`src/rtl/sc_ndata_deserializer.sv`:
```
// sc_ndata_deserializer
// Recovers the NBITS-wide note data word (NDATA) from the sensor-board serial
// link. The three asynchronous link lines are synchronised into clk, edges of
// ser_clk / ser_cs_n are detected, bits are shifted MSB first, and the frame
// is checked before NDATA is updated. NDATA is forced to zero on link loss.
//
// Optional feature macro: SC_DESER_PARITY_EN
//   defined   : frames with odd parity over payload+parity bit are rejected
//   undefined : the parity bit is shifted in but ignored
module sc_ndata_deserializer #(
  parameter int NBITS       = 37,
  parameter int TIMEOUT     = 1000000,
  parameter int SYNC_STAGES = 2
) (
  input  logic             clk,
  input  logic             rst_n,
  input  logic             ser_clk,
  input  logic             ser_data,
  input  logic             ser_cs_n,
  output logic [NBITS-1:0] NDATA,
  output logic             ndata_valid,
  output logic             frame_err,
  output logic             link_up,
  output logic [15:0]      frame_count
);

  localparam int CW = $clog2(NBITS + 2);
  localparam int TW = $clog2(TIMEOUT);
  localparam logic [CW-1:0] LAST_CNT = CW'(NBITS);
  localparam logic [TW-1:0] T_SAT    = TW'(TIMEOUT - 1);
  localparam logic [TW-1:0] T_EXP    = TW'(TIMEOUT - 2);

  typedef enum logic [1:0] {
    IDLE     = 2'd0,
    SHIFT    = 2'd1,
    CHECK    = 2'd2,
    WAIT_END = 2'd3
  } state_t;

  state_t state_r, state_s;

  logic [SYNC_STAGES-1:0] clk_sync_r;
  logic [SYNC_STAGES-1:0] data_sync_r;
  logic [SYNC_STAGES-1:0] cs_sync_r;
  logic                   clk_prev_r;
  logic                   cs_prev_r;

  logic [NBITS:0]  shift_r;
  logic [CW-1:0]   bit_cnt_r;
  logic [TW-1:0]   tmo_cnt_r;

  logic sclk_s, sdata_s, scs_s;
  logic clk_rise_s, cs_rise_s, cs_fall_s;
  logic start_s, shift_en_s, short_err_s, accept_s, reject_s, parity_ok_s;

  // Even parity over payload and parity bit: XOR of all bits must be zero.
  function automatic logic even_parity_ok(input logic [NBITS:0] frame);
    even_parity_ok = ~(^frame);
  endfunction

  // Synchroniser chains and edge-detect stage; reset to 0 so a cs_n already
  // low when reset is released never looks like a falling edge.
  always_ff @(posedge clk or negedge rst_n) begin
    if (!rst_n) begin
      clk_sync_r  <= '0;
      data_sync_r <= '0;
      cs_sync_r   <= '0;
      clk_prev_r  <= 1'b0;
      cs_prev_r   <= 1'b0;
    end else begin
      clk_sync_r  <= {clk_sync_r[SYNC_STAGES-2:0], ser_clk};
      data_sync_r <= {data_sync_r[SYNC_STAGES-2:0], ser_data};
      cs_sync_r   <= {cs_sync_r[SYNC_STAGES-2:0], ser_cs_n};
      clk_prev_r  <= clk_sync_r[SYNC_STAGES-1];
      cs_prev_r   <= cs_sync_r[SYNC_STAGES-1];
    end
  end

  assign sclk_s     = clk_sync_r[SYNC_STAGES-1];
  assign sdata_s    = data_sync_r[SYNC_STAGES-1];
  assign scs_s      = cs_sync_r[SYNC_STAGES-1];
  assign clk_rise_s = sclk_s & ~clk_prev_r;
  assign cs_rise_s  = scs_s & ~cs_prev_r;
  assign cs_fall_s  = ~scs_s & cs_prev_r;

  // FSM state register.
  always_ff @(posedge clk or negedge rst_n) begin
    if (!rst_n) begin
      state_r <= IDLE;
    end else begin
      state_r <= state_s;
    end
  end

  // FSM next-state logic; a cs_n rise in SHIFT wins over a same-cycle data edge.
  always_comb begin
    state_s = state_r;
    case (state_r)
      IDLE: begin
        if (cs_fall_s) state_s = SHIFT;
        else           state_s = IDLE;
      end
      SHIFT: begin
        if (cs_rise_s)                             state_s = IDLE;
        else if (clk_rise_s && bit_cnt_r == LAST_CNT) state_s = CHECK;
        else                                       state_s = SHIFT;
      end
      CHECK: begin
        state_s = WAIT_END;
      end
      WAIT_END: begin
        // Level test also covers a cs_n rise that landed during CHECK.
        if (scs_s) state_s = IDLE;
        else       state_s = WAIT_END;
      end
      default: begin
        state_s = IDLE;
      end
    endcase
  end

  // FSM output decode: control strobes for the datapath.
  always_comb begin
    start_s     = 1'b0;
    shift_en_s  = 1'b0;
    short_err_s = 1'b0;
    accept_s    = 1'b0;
    reject_s    = 1'b0;
`ifdef SC_DESER_PARITY_EN
    parity_ok_s = even_parity_ok(shift_r);
`else
    parity_ok_s = 1'b1;
`endif
    case (state_r)
      IDLE: begin
        start_s = cs_fall_s;
      end
      SHIFT: begin
        short_err_s = cs_rise_s;
        shift_en_s  = clk_rise_s & ~cs_rise_s;
      end
      CHECK: begin
        accept_s = parity_ok_s;
        reject_s = ~parity_ok_s;
      end
      WAIT_END: begin
        start_s = 1'b0;
      end
      default: begin
        start_s = 1'b0;
      end
    endcase
  end

  // Bit capture: clear at frame start, shift MSB first on each data edge.
  always_ff @(posedge clk or negedge rst_n) begin
    if (!rst_n) begin
      shift_r   <= '0;
      bit_cnt_r <= '0;
    end else if (start_s) begin
      shift_r   <= '0;
      bit_cnt_r <= '0;
    end else if (shift_en_s) begin
      shift_r   <= {shift_r[NBITS-1:0], sdata_s};
      bit_cnt_r <= bit_cnt_r + CW'(1);
    end else begin
      shift_r   <= shift_r;
      bit_cnt_r <= bit_cnt_r;
    end
  end

  // Registered outputs and link timeout; acceptance has priority over expiry,
  // and the expiry clear fires only on the step into saturation.
  always_ff @(posedge clk or negedge rst_n) begin
    if (!rst_n) begin
      NDATA       <= '0;
      ndata_valid <= 1'b0;
      frame_err   <= 1'b0;
      link_up     <= 1'b0;
      frame_count <= 16'd0;
      tmo_cnt_r   <= '0;
    end else begin
      ndata_valid <= accept_s;
      frame_err   <= short_err_s | reject_s;
      if (accept_s) begin
        NDATA       <= shift_r[NBITS:1];
        frame_count <= frame_count + 16'd1;
        tmo_cnt_r   <= '0;
        link_up     <= 1'b1;
      end else if (tmo_cnt_r != T_SAT) begin
        tmo_cnt_r <= tmo_cnt_r + TW'(1);
        if (tmo_cnt_r == T_EXP) begin
          link_up <= 1'b0;
          NDATA   <= '0;
        end
      end
    end
  end

endmodule
```
`config.mk`:
```
export PLATFORM = sky130hd
export DESIGN_NAME = sc_ndata_deserializer
export DESIGN_NICKNAME = d
export VERILOG_FILES = /design/src/rtl/sc_ndata_deserializer.sv
export SDC_FILE = /design/constraint.sdc
export NUM_CORES = 1
export LEC_CHECK = 0
export CELL_PAD_IN_SITES_DETAIL_PLACEMENT = 1
export CELL_PAD_IN_SITES_GLOBAL_PLACEMENT = 1
export CORE_MARGIN = 5
export CORE_UTILIZATION = 40
export DETAILED_ROUTE_END_ITERATION = 16
export PLACE_DENSITY_LB_ADDON = 0.1
export SLEW_MARGIN = 20
export SYNTH_ARGS = -nofsm -noshare
export SYNTH_HDL_FRONTEND = slang
export SYNTH_SLANG_ARGS = --single-unit
```
`constraint.sdc`:
```
create_clock -name clk -period 1.9 [get_ports clk]
set_clock_uncertainty 0.2 [all_clocks]
set_input_delay 0.38 -clock clk [delete_from_list [all_inputs] [get_ports clk]]
set_output_delay 0.38 -clock clk [all_outputs]
set_load 0.05 [all_outputs]
```
Yosys cells after proc, flatten, opt, wreduce, memory -nomap -nowiden

Index checks and enable logic that the tools add are counted.

Bits in registers: 130
Input bits: 5
Output and inout bits: 56
Word-level logic and storage cells: 58

$add $sub $neg: 3
Equality and inequality tests: 6
Mux-type cells: 21
Bitwise logic cells: 8
Reduce and logical (&&, ||, !) cells: 6

Operators with widths:

| cell                                                                   | count |
|---|---|
| 37-bit two-way mux                                                     | 3 |
| 38-bit two-way mux                                                     | 2 |
| 20-bit two-way mux                                                     | 2 |
| 20-bit by 1-bit adder with 20-bit output (second input constant)       | 1 |
| 20-bit equality test (second input constant)                           | 1 |
| 20-bit != test (second input constant)                                 | 1 |
| 16-bit by 1-bit adder with 16-bit output (second input constant)       | 1 |
| 6-bit two-way mux                                                      | 2 |
| 1-bit two-way mux                                                      | 8 |
| 2-bit one-hot mux with 4 select lines                                  | 1 |
| 6-bit by 1-bit adder with 6-bit output (second input constant)         | 1 |
| 6-bit equality test (second input constant)                            | 1 |
| 2-bit two-way mux                                                      | 3 |
| 2-bit nonzero test                                                     | 3 |
| 1-bit bitwise AND                                                      | 4 |
| 2-bit equality test (second input constant)                            | 2 |
| 1-bit NOT                                                              | 4 |
| 2-bit by 1-bit equality test with 1-bit output (second input constant) | 1 |
| 2-bit logical NOT                                                      | 1 |
| 2-bit AND reduction                                                    | 1 |
| 1-bit logical AND                                                      | 1 |

Longest topological paths before layout

Gate-level depths: netlist of the first run.

Depth in word-level cells: 7
Depth in mapped cells: 7
Depth with buffers taken out: 6

Worst setup path after synthesis of the first run

OpenSTA, ideal clock, no wires.

Kind: register -> register
From: register tmo_cnt_r[1]
To: register tmo_cnt_r[18]
Setup time: 0.078 ns
Arrival time: 1.767 ns
Path slack: -0.145 ns
Stages on the path, launching flop included: 6
Period minus slack after synthesis: 2.045 ns
Cell sequence: dfrtp_1 ha_1 nand3_2 or3_1 or4_1 a21oi_1

Cells in the longest elaborated chain, start to end: 3

RTL lines:

| what                                     | RTL line | source |
|---|---|---|
| start: declaration                       | 50       | `logic [TW-1:0] tmo_cnt_r;` |
| start signal: assignment                 | 191      | `tmo_cnt_r <= tmo_cnt_r + TW'(1);` |
| 20-bit by 1-bit adder with 20-bit output | 191      |  |
| 20-bit two-way mux                       | 190      | `end else if (tmo_cnt_r != T_SAT) begin` |
| 20-bit two-way mux                       | 185      | `if (accept_s) begin` |

Parallel ways exist; a longest one is shown, timed or not. The select of a mux whose other input is x is not followed.
A chain may end at the register's enable or synchronous reset.

Final worst setup path of the first run

From: register tmo_cnt_r[10]
To: register tmo_cnt_r[1]

Cells in the longest elaborated chain, start to end: 2

RTL lines:

| what                         | RTL line |
|---|---|
| 20-bit != test               | 190 |
| 2-bit nonzero test (no line) | -- |

Every way passes these cells.

==> results of run 1 <==
[cell type report]
type | instances | area, sq um | share of cell area
clock buffer | 19 | 443 | 0.0602
sequential | 130 | 3260 | 0.443
multi-input combinational | 325 | 2090 | 0.284
clock inverter | 13 | 254 | 0.0345
inverter | 7 | 26.3 | 0.00357
tap | 176 | 220 | 0.0300
timing repair buffer | 110 | 1060 | 0.144
[worst paths after layout]
kind                          startpoint            end  slack, ps  cells after the start
setup / recovery           tmo_cnt_r[10]   tmo_cnt_r[1]       -210                      4
min in group asynchronous          rst_n   tmo_cnt_r[3]        220                      2
setup reg to reg           tmo_cnt_r[10]   tmo_cnt_r[1]       -210                      4
max in group asynchronous          rst_n     shift_r[5]        770                      3
hold / removal             clk_sync_r[0]  clk_sync_r[1]        150                      0
hold reg to reg            clk_sync_r[0]  clk_sync_r[1]        150                      0
[cell families (layout without fill, tap and decap cells)]
| logic type | count (synthesis) | after routing |
|---|---|---|
| simple gates | 187 | 187 |
| flops | 130 | 130 |
| compound gates | 103 | 103 |
| buf+inv | 31 | 149 |
| xor+xnor | 28 | 28 |
| fa+ha+maj | 5 | 5 |
| mux | 2 | 2 |
[state kept, by name, indices dropped and copies added (netlist names)]
| name | cells |
|---|---|
| data_sync_r | 2 |
| cs_prev_r | 1 |
| clk_prev_r | 1 |
| cs_sync_r | 2 |
| frame_count | 16 |
| tmo_cnt_r | 20 |
| shift_r | 38 |
| NDATA | 37 |
| bit_cnt_r | 6 |
| ndata_valid | 1 |
| state_r | 2 |
| frame_err | 1 |
| clk_sync_r | 2 |
| link_up | 1 |
[through the flow]
stage	TNS (ps)	instance area (sq um)	worst slack (ps)
after global placement	-6190	6480	-161
after global routing	-8310	7350	-285
after detailed placement	-7470	6480	-199
after floorplan	-2700	5340	-130
final	-6260	7350	-208
after CTS	-5760	7230	-182
[power groups by stage]
stage | combinational, mW | clock, mW | sequential [mW]
finish | 0.270 | 3.87 | 2.85
global route | 0.310 | 4.06 | 2.86
CTS | 0.274 | 3.93 | 2.85
detailed placement | 0.269 | 0 | 2.90
global placement | 0.259 | 0 | 2.90
floorplan | 0.118 | 0 | 2.90
[worst max-delay path: cells and delay by family (launching register included)]
| family | cells | cell delay [ps] |
|---|---|---|
| flops | 1 | 400 |
| simple gates | 3 | 1330 |
| compound gates | 1 | 70 |
[per-layer routing]
layer / global-route usage / wire [um] / vias to the layer above
met3: 0.0435 / 456 / 16
met5: 0 / 0 / -
li1: - / - / 1921
met2: 0.316 / 7100 / 84
met1: 0.234 / 6360 / 2142
met4: 0.0753 / 211 / 0
[Yosys cell counts (all sizes together) (7+ instances only)]
master,count
nand4,10
a21oi,48
nor3,13
clkbuf,18
nand2,96
nor2,21
a22o,37
xnor2,21
dfrtp,130
nand3,12
xor2,7
inv,7
[what timing repair did]
item	CTS	global route
hold buffers	1	0
setup buffers	1	3
hold endpoints to repair	130	0
gates resized for setup	7	22
endpoints found under the setup margin	48	56
pin swaps	8	5
==> qor_table.md, run 1 <==
| Metric | Reported |
|:---|:---|
| Arrival time reported for the critical path endpoint | 2200 ps |
| Post-synthesis sequential element count | 130 |
| Most instantiated flip-flop cell in the synthesis netlist | sky130_fd_sc_hd__dfrtp_1 |
| Count of endpoints failing hold in the final timing report | 0 |
| Fraction of the mapped netlist area in simple logic gates | 0.172 |
| Highest-count cells in the layout ignoring fill and taps | sky130_fd_sc_hd__dfrtp_1, sky130_fd_sc_hd__nand2_1, sky130_fd_sc_hd__buf_4, sky130_fd_sc_hd__a21oi_1, sky130_fd_sc_hd__a22o_1 |
| Setup slack after layout | -208 ps |
| Warnings from Yosys | 0 |
| Starting density of the core | 0.403 |
| Wire length of the first global-routing pass | 23900 um |
| Setup repair after global routing missed its margin | true |
| DRT iter0 DRCs | 163 |
| Largest driver fanout on the critical path | 5 |
| Synthesized-area fraction occupied by ao, oa, aoi and oai cells | 0.129 |
| Placeable core area | 13100 sq um |
| Class of the tightest hold or removal check | reg2reg |
| Net switching power figure | 1.45 mW |
| Clock tree from TritonCTS | built |
| Cells after synthesis | 486 |
| Start-to-end type of the worst setup path | reg2reg |
| Total number of placement rows | 42 |
| Combinational family with the most area after synthesis | simple AND/OR/NAND/NOR gates |
| Vias in the first global route | 4652 |
| Clock group share of total power | 0.553 |
| Areal power density over the cells | 951 nW/um^2 |
| Cell with the biggest individual delay on the critical path | sky130_fd_sc_hd__or4_4 |
| Number of enable flip-flop cells after synthesis | 0 |
| Most common cell after layout, fill and taps aside | sky130_fd_sc_hd__dfrtp_1 |
| Tcrit/Tclk final | 1.11 |
| Iteration count of the initial detailed-routing pass | 4 |
| Leakage dissipation | 3.38 nW |
| Maximum vdd drop | 542 uV |
| Asr flop ratio synth | 1.00 |
| Maximum clock frequency | 474 MHz |
| Power Total | 6.99 mW |
| P&R area growth vs syn | 38.8% |
| Number of buffers inserted during clock tree synthesis | 17 |
| Top cells by area, synth | sky130_fd_sc_hd__dfrtp_1, sky130_fd_sc_hd__nand2_1, sky130_fd_sc_hd__a22o_1, sky130_fd_sc_hd__a21oi_1, sky130_fd_sc_hd__xnor2_1 |
| Net switching share of the total power | 0.208 |
| # fillers | 1357 |
| Final setup viols | 47 |
| DRC viols | 0 |
| Clock latency of the later-clocked register in the worst-skew pair | 420 ps |
| Final cell utilization of the core | 0.560 |
| Number of nets produced by synthesis | 496 |
| Normalized max-slew margin | 0.716 |
| Die footprint | 15600 sq um |
| Average wire per standard cell | 18.1 um |
| Number of antenna violations at the first check in global routing | 0 |
| Die X | 125 um |
| Num ports | 61 |
| Library cell occupying the most area in the post-synthesis netlist | sky130_fd_sc_hd__dfrtp_1 |
| Total number of nets in the final design | 601 |
| Layout cells sized above 1 | 0.290 |
| Root buffer cell | sky130_fd_sc_hd__clkbuf_16 |
| Buffer levels on the longest clock path | 2 |
| Routed via count | 4163 |
| Synth cell types | 42 |
| Post-synthesis share of cell area spent on full adders, half adders and majority gates | 0.0118 |
| Final period demand of the worst path | 2110 ps |
| Critical Path, Cell by Cell | or4_4 -> or4_4 -> nor3_4 -> a211oi_2 |
| Result of the run | finished with violations |
| Number of placed cells counting well taps | 743 |
| Placed wire-length estimate | 8760 um |
| Routability-driven placement congestion ratio | 0.840 |
| IO buf count | 60 |
| Global route overflow | 0 |
| CP peak stage delay | 620 ps |
| Violations in the final reports | setup timing |
| Seq/Total Area, Yosys | 0.614 |
| Yosys top cell area share | 0.614 |
| Synth Area in XOR/XNOR | 0.0463 |
| Launching element type of the critical path | flip-flop |
| Final hold slack | 148 ps |
| H-tree depth reported by CTS | 4 |
| Largest net degree at the start of global routing | 45 |
| Portion of total power attributed to sequential cells | 0.408 |
| Post-Layout Cell Count | 780 |
| Via density per instance | 5.34 |
| Required time at the endpoint of the critical path | 2000 ps |
| Antenna violation net count after detailed routing | 0 |
| Die boundary height | 125 um |
| Drt total wl | 14100 um |
| Critical path capture point type | flip-flop |
| Average cell area after synthesis | 10.9 sq um |
| Cell area after synthesis | 5300 sq um |
| Inserted Diodes | 0 |
| Actual slew at the worst max-slew pin | 425 ps |
| Internal Pwr Total | 5.54 mW |
| Comb pwr share | 0.039 |
| TritonCTS sink count | 130 |
| Max-slew violations | 0 |
| Critical Path Most Common Cell | sky130_fd_sc_hd__or4_4 |
| Reg clk slew, reported paths | 60 ps |
| Overall Global Routing Usage | 0.187 |
| Max-cap viol count | 0 |
| Mux contribution to synthesized area | 0.00378 |
Note: power is estimated with default switching activity, not from simulation.
==> inputs of run 2 (changes only) <==
Settings changed: PLACE_DENSITY_LB_ADDON 0.1 to 0.08.
==> run 2 against run 1 <==
  * The flow still finishes with violations (setup timing)
  * Non-clock buffer count rose by 5
  * Total power decreased by 12%
  * Cell count is 0.51% higher
  * Critical path depth unchanged
  * Clock power shrank 22%
  * Die area did not move
  * Combinational power shrank 2%
  * Sequential share of layout area increased by 0.49 points
  * Maximum frequency grew 0.22%
  * Wire length up 0.14%
  * Sequential cell count unchanged
  * Hold slack improved by 5.5 ps
  * Critical endpoint is now tmo_cnt_r[0]
  * Largest power group unchanged
  * Highest routed layer unchanged
==> qor_table.md, run 2 (synthesized netlist as in run 1, its figures left out) <==
| Metric | Reported |
|:---|:---|
| Largest net degree at the start of global routing | 51 |
| Setup repair after global routing missed its margin | true |
| Buffer and inverter count on the worst path | 0 |
| Inserted Diodes | 0 |
| Antenna violation net count after detailed routing | 0 |
| Placeable core area | 13100 sq um |
| Normalized max-slew margin | 0.675 |
| Result of the run | finished with violations |
| Largest delay share family, worst path | simple AND/OR/NAND/NOR gates |
| Number of buffers inserted during clock tree synthesis | 17 |
| Areal power density over the cells | 846 nW/um^2 |
| Routed via count | 4191 |
| Critical path capture point type | flip-flop |
| Start-to-end type of the worst setup path | reg2reg |
| Num ports | 61 |
| Class of the tightest hold or removal check | reg2reg |
| Tcrit/Tclk final | 1.11 |
| DRC viols | 0 |
| Leakage dissipation | 3.41 nW |
| IO buf count | 60 |
| Setup TNS Final | -7430 ps |
| Iteration count of the initial detailed-routing pass | 4 |
| Buffer levels on the longest clock path | 2 |
| TritonCTS sink count | 130 |
| Clock tree from TritonCTS | built |
| Via density per instance | 5.35 |
| Global route overflow | 0 |
| Final period demand of the worst path | 2100 ps |
| Most flops, register | shift_r |
| Routability-driven placement congestion ratio | 0.803 |
| Most common cell after layout, fill and taps aside | sky130_fd_sc_hd__dfrtp_1 |
| Number of antenna violations at the first check in global routing | 0 |
| Number of placed cells counting well taps | 744 |
| Area of the multi-input gates | 2130 sq um |
| Total number of placement rows | 42 |
| Arrival time reported for the critical path endpoint | 2210 ps |
| Required time at the endpoint of the critical path | 2000 ps |
| Power Total | 6.15 mW |
| # fillers | 1394 |
| Maximum clock frequency | 475 MHz |
| Critical Path, Cell by Cell | or4_4 -> or4_4 -> nor3_2 -> nor3_1 |
| Final setup viols | 50 |
| Max-cap viol count | 0 |
| Pre-CTS setup slack | -156 ps |
| Reg clk slew, reported paths | 50 ps |
| Total number of nets in the final design | 606 |
| Cell with the biggest individual delay on the critical path | sky130_fd_sc_hd__or4_4 |
| Setup slack after layout | -203 ps |
| CP peak stage delay | 610 ps |
| Average wire per standard cell | 18.0 um |
| Final hold slack | 154 ps |
| Largest driver fanout on the critical path | 5 |
| Wire length of the first global-routing pass | 23300 um |
| Sequential cell area in the final layout | 3260 sq um |
| Count of endpoints failing hold in the final timing report | 0 |
| Largest register FFs | 38 |
| Vias in the first global route | 4605 |
| Clock latency of the later-clocked register in the worst-skew pair | 420 ps |
| Die footprint | 15600 sq um |
| Critical Path Most Common Cell | sky130_fd_sc_hd__or4_4 |
| Post-Layout Cell Count | 784 |
| DRT iter0 DRCs | 274 |
| Die X | 125 um |
| Maximum vdd drop | 542 uV |
| Actual slew at the worst max-slew pin | 483 ps |
| Starting density of the core | 0.403 |
| Placed wire-length estimate | 8830 um |
| Violations in the final reports | setup timing |
| H-tree depth reported by CTS | 4 |
| Launching element type of the critical path | flip-flop |
| Largest registers | shift_r x38, NDATA x37, tmo_cnt_r x20 |
| Die boundary height | 125 um |
| Max-slew violations | 0 |
| Overall Global Routing Usage | 0.184 |
| Layout cells sized above 1 | 0.286 |
| Highest-count cells in the layout ignoring fill and taps | sky130_fd_sc_hd__dfrtp_1, sky130_fd_sc_hd__nand2_1, sky130_fd_sc_hd__buf_4, sky130_fd_sc_hd__a21oi_1, sky130_fd_sc_hd__a22o_1 |
| Root buffer cell | sky130_fd_sc_hd__clkbuf_16 |
| Drt total wl | 14200 um |
| P&R area growth vs syn | 37.2% |
==> run 2: changes by cell type in the layout (fill, tap and decap cells not counted), sizes merged <==
cell	delta
bufinv	-6
clkbuf	+6
buf	+5
clkinv	+1
clkinvlp	-1
inv	-1
==> run 2: through the flow <==
stage | util | area, sq um
6_report | 0.553 | 7270
3_5_place_dp | 0.494 | 6490
5_1_grt | 0.553 | 7270
2_1_floorplan | - | 5340
3_3_place_gp | 0.494 | 6490
4_1_cts | 0.542 | 7120
==> run 2: cell type report <==
type,count,share of cell area
clock buffers,25,0.0668
clock inverters,6,0.00757
inverters,7,0.00362
multi-input cells,325,0.293
flip-flops and latches,130,0.448
well taps,176,0.0303
repair buffers,115,0.150
==> run 2: worst register-to-register path: stages (launching register included) <==
cell	delay, ps
sky130_fd_sc_hd__dfrtp_1	380
sky130_fd_sc_hd__or4_4	580
sky130_fd_sc_hd__or4_4	610
sky130_fd_sc_hd__nor3_2	150
sky130_fd_sc_hd__nor3_1	70
==> run 2: worst paths after layout <==
path                                from            end  slack (ps)  depth (start not counted)
setup / recovery           tmo_cnt_r[10]   tmo_cnt_r[0]        -200                          4
hold / removal             clk_sync_r[0]  clk_sync_r[1]         150                          0
setup reg to reg           tmo_cnt_r[10]   tmo_cnt_r[0]        -200                          4
hold reg to reg            clk_sync_r[0]  clk_sync_r[1]         150                          0
max in group asynchronous          rst_n    shift_r[19]         780                          3
min in group asynchronous          rst_n   tmo_cnt_r[2]         170                          2
==> run 2: where the power goes <==
group | switching [mW] | internal, mW
sequential | 0.0453 | 2.81
combinational | 0.165 | 0.0989
clock | 1.14 | 1.88
total | 1.35 | 4.79
==> run 2: per-layer routing <==
| layer | up-vias | routed length, um | track usage |
|---|---|---|---|
| met5 | - | 0 | 0 |
| met4 | 0 | 250 | 0.0619 |
| met3 | 26 | 515 | 0.0520 |
| met2 | 77 | 7150 | 0.303 |
| met1 | 2162 | 6240 | 0.235 |
| li1 | 1926 | - | - |
==> run 2: what timing repair did <==
item	CTS	global route
endpoints found under the setup margin	50	94
pin swaps	7	6
gates resized for setup	10	22
buffers inserted	4	4
hold endpoints to repair	130	0
hold buffers	1	0
==> inputs of run 3 (changes only) <==
Settings changed: SETUP_SLACK_MARGIN set to 0.3, SKIP_LAST_GASP set to 1, SLEW_MARGIN 20 to unset.
==> run 3 against run 2 <==
  * The flow still finishes with violations (setup timing)
  * Sequential power hardly changed
  * Non-clock buffer count is 71 higher
  * Critical path depth did not move
  * Setup slack worse by 8.2 ps
  * Register-to-register slack about the same
  * Global-route usage rose by 6.6 points
  * Cell area rose by 28%
  * Total power grew 20%
  * Wire length up 59%
  * Critical path type unchanged
  * Largest cell class unchanged
  * Highest routed layer unchanged
==> qor_table.md, run 3 (synthesized netlist as in run 1, its figures left out) <==
| Metric | Reported |
|:---|:---|
| Highest-count cells in the layout ignoring fill and taps | sky130_fd_sc_hd__dfrtp_1, sky130_fd_sc_hd__buf_6, sky130_fd_sc_hd__buf_4, sky130_fd_sc_hd__nand2_1, sky130_fd_sc_hd__a22o_1 |
| Final period demand of the worst path | 2110 ps |
| Normalized max-slew margin | 0.676 |
| Setup repair after global routing missed its margin | true |
| Largest register FFs | 38 |
| P&R area growth vs syn | 75.3% |
| Final setup viols | 75 |
| Total number of nets in the final design | 677 |
| Launching element type of the critical path | flip-flop |
| Worst setup slack for register-to-register paths | -210 ps |
| Class of the tightest hold or removal check | reg2reg |
| Violations in the final reports | setup timing |
| DRT iter0 DRCs | 237 |
| Net switching share of the total power | 0.237 |
| Routed via count | 4823 |
| Number of buffers inserted during clock tree synthesis | 17 |
| Clock tree from TritonCTS | built |
| Worst flop-to-flop path endpoint | tmo_cnt_r[0] |
| Largest registers | shift_r x38, NDATA x37, tmo_cnt_r x20 |
| Global route overflow | 0 |
| TritonCTS sink count | 130 |
| Crit path from | tmo_cnt_r[10] |
| Via density per instance | 5.63 |
| Result of the run | finished with violations |
| Starting density of the core | 0.403 |
| Areal power density over the cells | 793 nW/um^2 |
| Drt total wl | 22500 um |
| Wire length of the first global-routing pass | 30600 um |
| Worst r2r src | tmo_cnt_r[10] |
| Internal Pwr Total | 5.62 mW |
| Start-to-end type of the worst setup path | reg2reg |
| Reg clk slew, reported paths | 70 ps |
| Portion of total power attributed to sequential cells | 0.390 |
| Pre-CTS setup slack | -205 ps |
| Count of endpoints failing hold in the final timing report | 0 |
| Antenna violation net count after detailed routing | 0 |
| Clock latency of the later-clocked register in the worst-skew pair | 430 ps |
| Num ports | 61 |
| Root buffer cell | sky130_fd_sc_hd__clkbuf_16 |
| Layout cells sized above 1 | 0.543 |
| Largest driver fanout on the critical path | 5 |
| IO buf count | 60 |
| Final non-filler cell area | 9290 sq um |
| Overall Global Routing Usage | 0.250 |
| Required time at the endpoint of the critical path | 2000 ps |
| Average wire per standard cell | 26.3 um |
| Clock group share of total power | 0.512 |
| Iteration count of the initial detailed-routing pass | 4 |
| Max-cap viol count | 0 |
| Placed wire-length estimate | 8760 um |
| Most flops, register | shift_r |
| Setup slack after layout | -211 ps |
| Largest net degree at the start of global routing | 44 |
| Worst Reg2Reg Path Length in Cells | 4 |
| Die footprint | 15600 sq um |
| H-tree depth reported by CTS | 4 |
| Maximum clock frequency | 474 MHz |
| Maximum vdd drop | 656 uV |
| Number of antenna violations at the first check in global routing | 0 |
| Cell area after placement | 6530 sq um |
| Buffer levels on the longest clock path | 2 |
| Die boundary height | 125 um |
| Destination of the critical timing path | tmo_cnt_r[0] |
| Routability-driven placement congestion ratio | 0.759 |
| Max-slew violations | 0 |
| Arrival time reported for the critical path endpoint | 2210 ps |
| Net switching power figure | 1.74 mW |
| Setup TNS Final | -9360 ps |
| Actual slew at the worst max-slew pin | 487 ps |
| Die X | 125 um |
| Tcrit/Tclk final | 1.11 |
| DRC viols | 0 |
| Comb pwr share | 0.098 |
| Inserted Diodes | 0 |
| Leakage dissipation | 4.18 nW |
| Placeable core area | 13100 sq um |
| Most common cell after layout, fill and taps aside | sky130_fd_sc_hd__dfrtp_1 |
| Vias in the first global route | 5276 |
| Total number of placement rows | 42 |
| Critical path capture point type | flip-flop |
run 3: how the worst min path moves through the flow:
stage / start / endpoint / cells after the start
after detailed placement: cs_sync_r[0] / cs_sync_r[1] / 0
after CTS: clk_sync_r[0] / clk_sync_r[1] / 0
after global placement: data_sync_r[0] / data_sync_r[1] / 0
after floorplan: rst_n / NDATA[0] / 0
final: clk_sync_r[0] / clk_sync_r[1] / 0
after global routing: clk_sync_r[0] / clk_sync_r[1] / 0
run 3: layout make-up:
cell class,count,area [sq um]
fillers,1222,3850
flip-flops and latches,130,3270
multi-input cells,325,2840
repair buffers,186,2250
clock buffers,17,425
clock inverters,15,239
well taps,176,220
inverters,7,28.8
run 3: layer usage:
layer / share of wire / vias up / GRT usage
met1: 0.40 / 2533 / 0.311
met4: 0.034 / 0 / 0.0804
li1: - / 2084 / -
met5: 0 / - / 0
met2: 0.53 / 146 / 0.436
met3: 0.038 / 60 / 0.0537
run 3: what timing repair did:
| item | in CTS | in global routing |
|---|---|---|
| hold buffers | 1 | 0 |
| endpoints found under the hold margin | 27 | 0 |
| pin swaps | 62 | 45 |
| gates resized for setup | 176 | 100 |
| cloned | 15 | 0 |
| setup buffers | 38 | 30 |
| setup endpoints to repair | 136 | 161 |
run 3: power by group through the flow:
stage / combinational, mW / clock (mW) / sequential, mW
global placement: 0.262 / 0 / 2.90
CTS: 0.565 / 3.73 / 2.86
global route: 0.755 / 3.99 / 2.88
floorplan: 0.134 / 0 / 2.90
detailed placement: 0.268 / 0 / 2.91
finish: 0.718 / 3.77 / 2.88
run 3: critical path, cell delays in order, from the launching register on:
cell and delay (ps):
sky130_fd_sc_hd__dfrtp_1 380, sky130_fd_sc_hd__or4_4 580, sky130_fd_sc_hd__or4_4 620, sky130_fd_sc_hd__nor3_2 130, sky130_fd_sc_hd__nor3_1 80
run 3: stage by stage:
step / util / total power [mW] / hold WS [ps] / std cells
6_report: 0.707 / 7.37 / 146 / 856
5_1_grt: 0.707 / 7.62 / 160 / 856
4_1_cts: 0.656 / 7.15 / 150 / 826
3_5_place_dp: 0.497 / 3.17 / 136 / 740
3_3_place_gp: 0.497 / 3.16 / 135 / 740
2_1_floorplan: - / 3.03 / -116 / 486
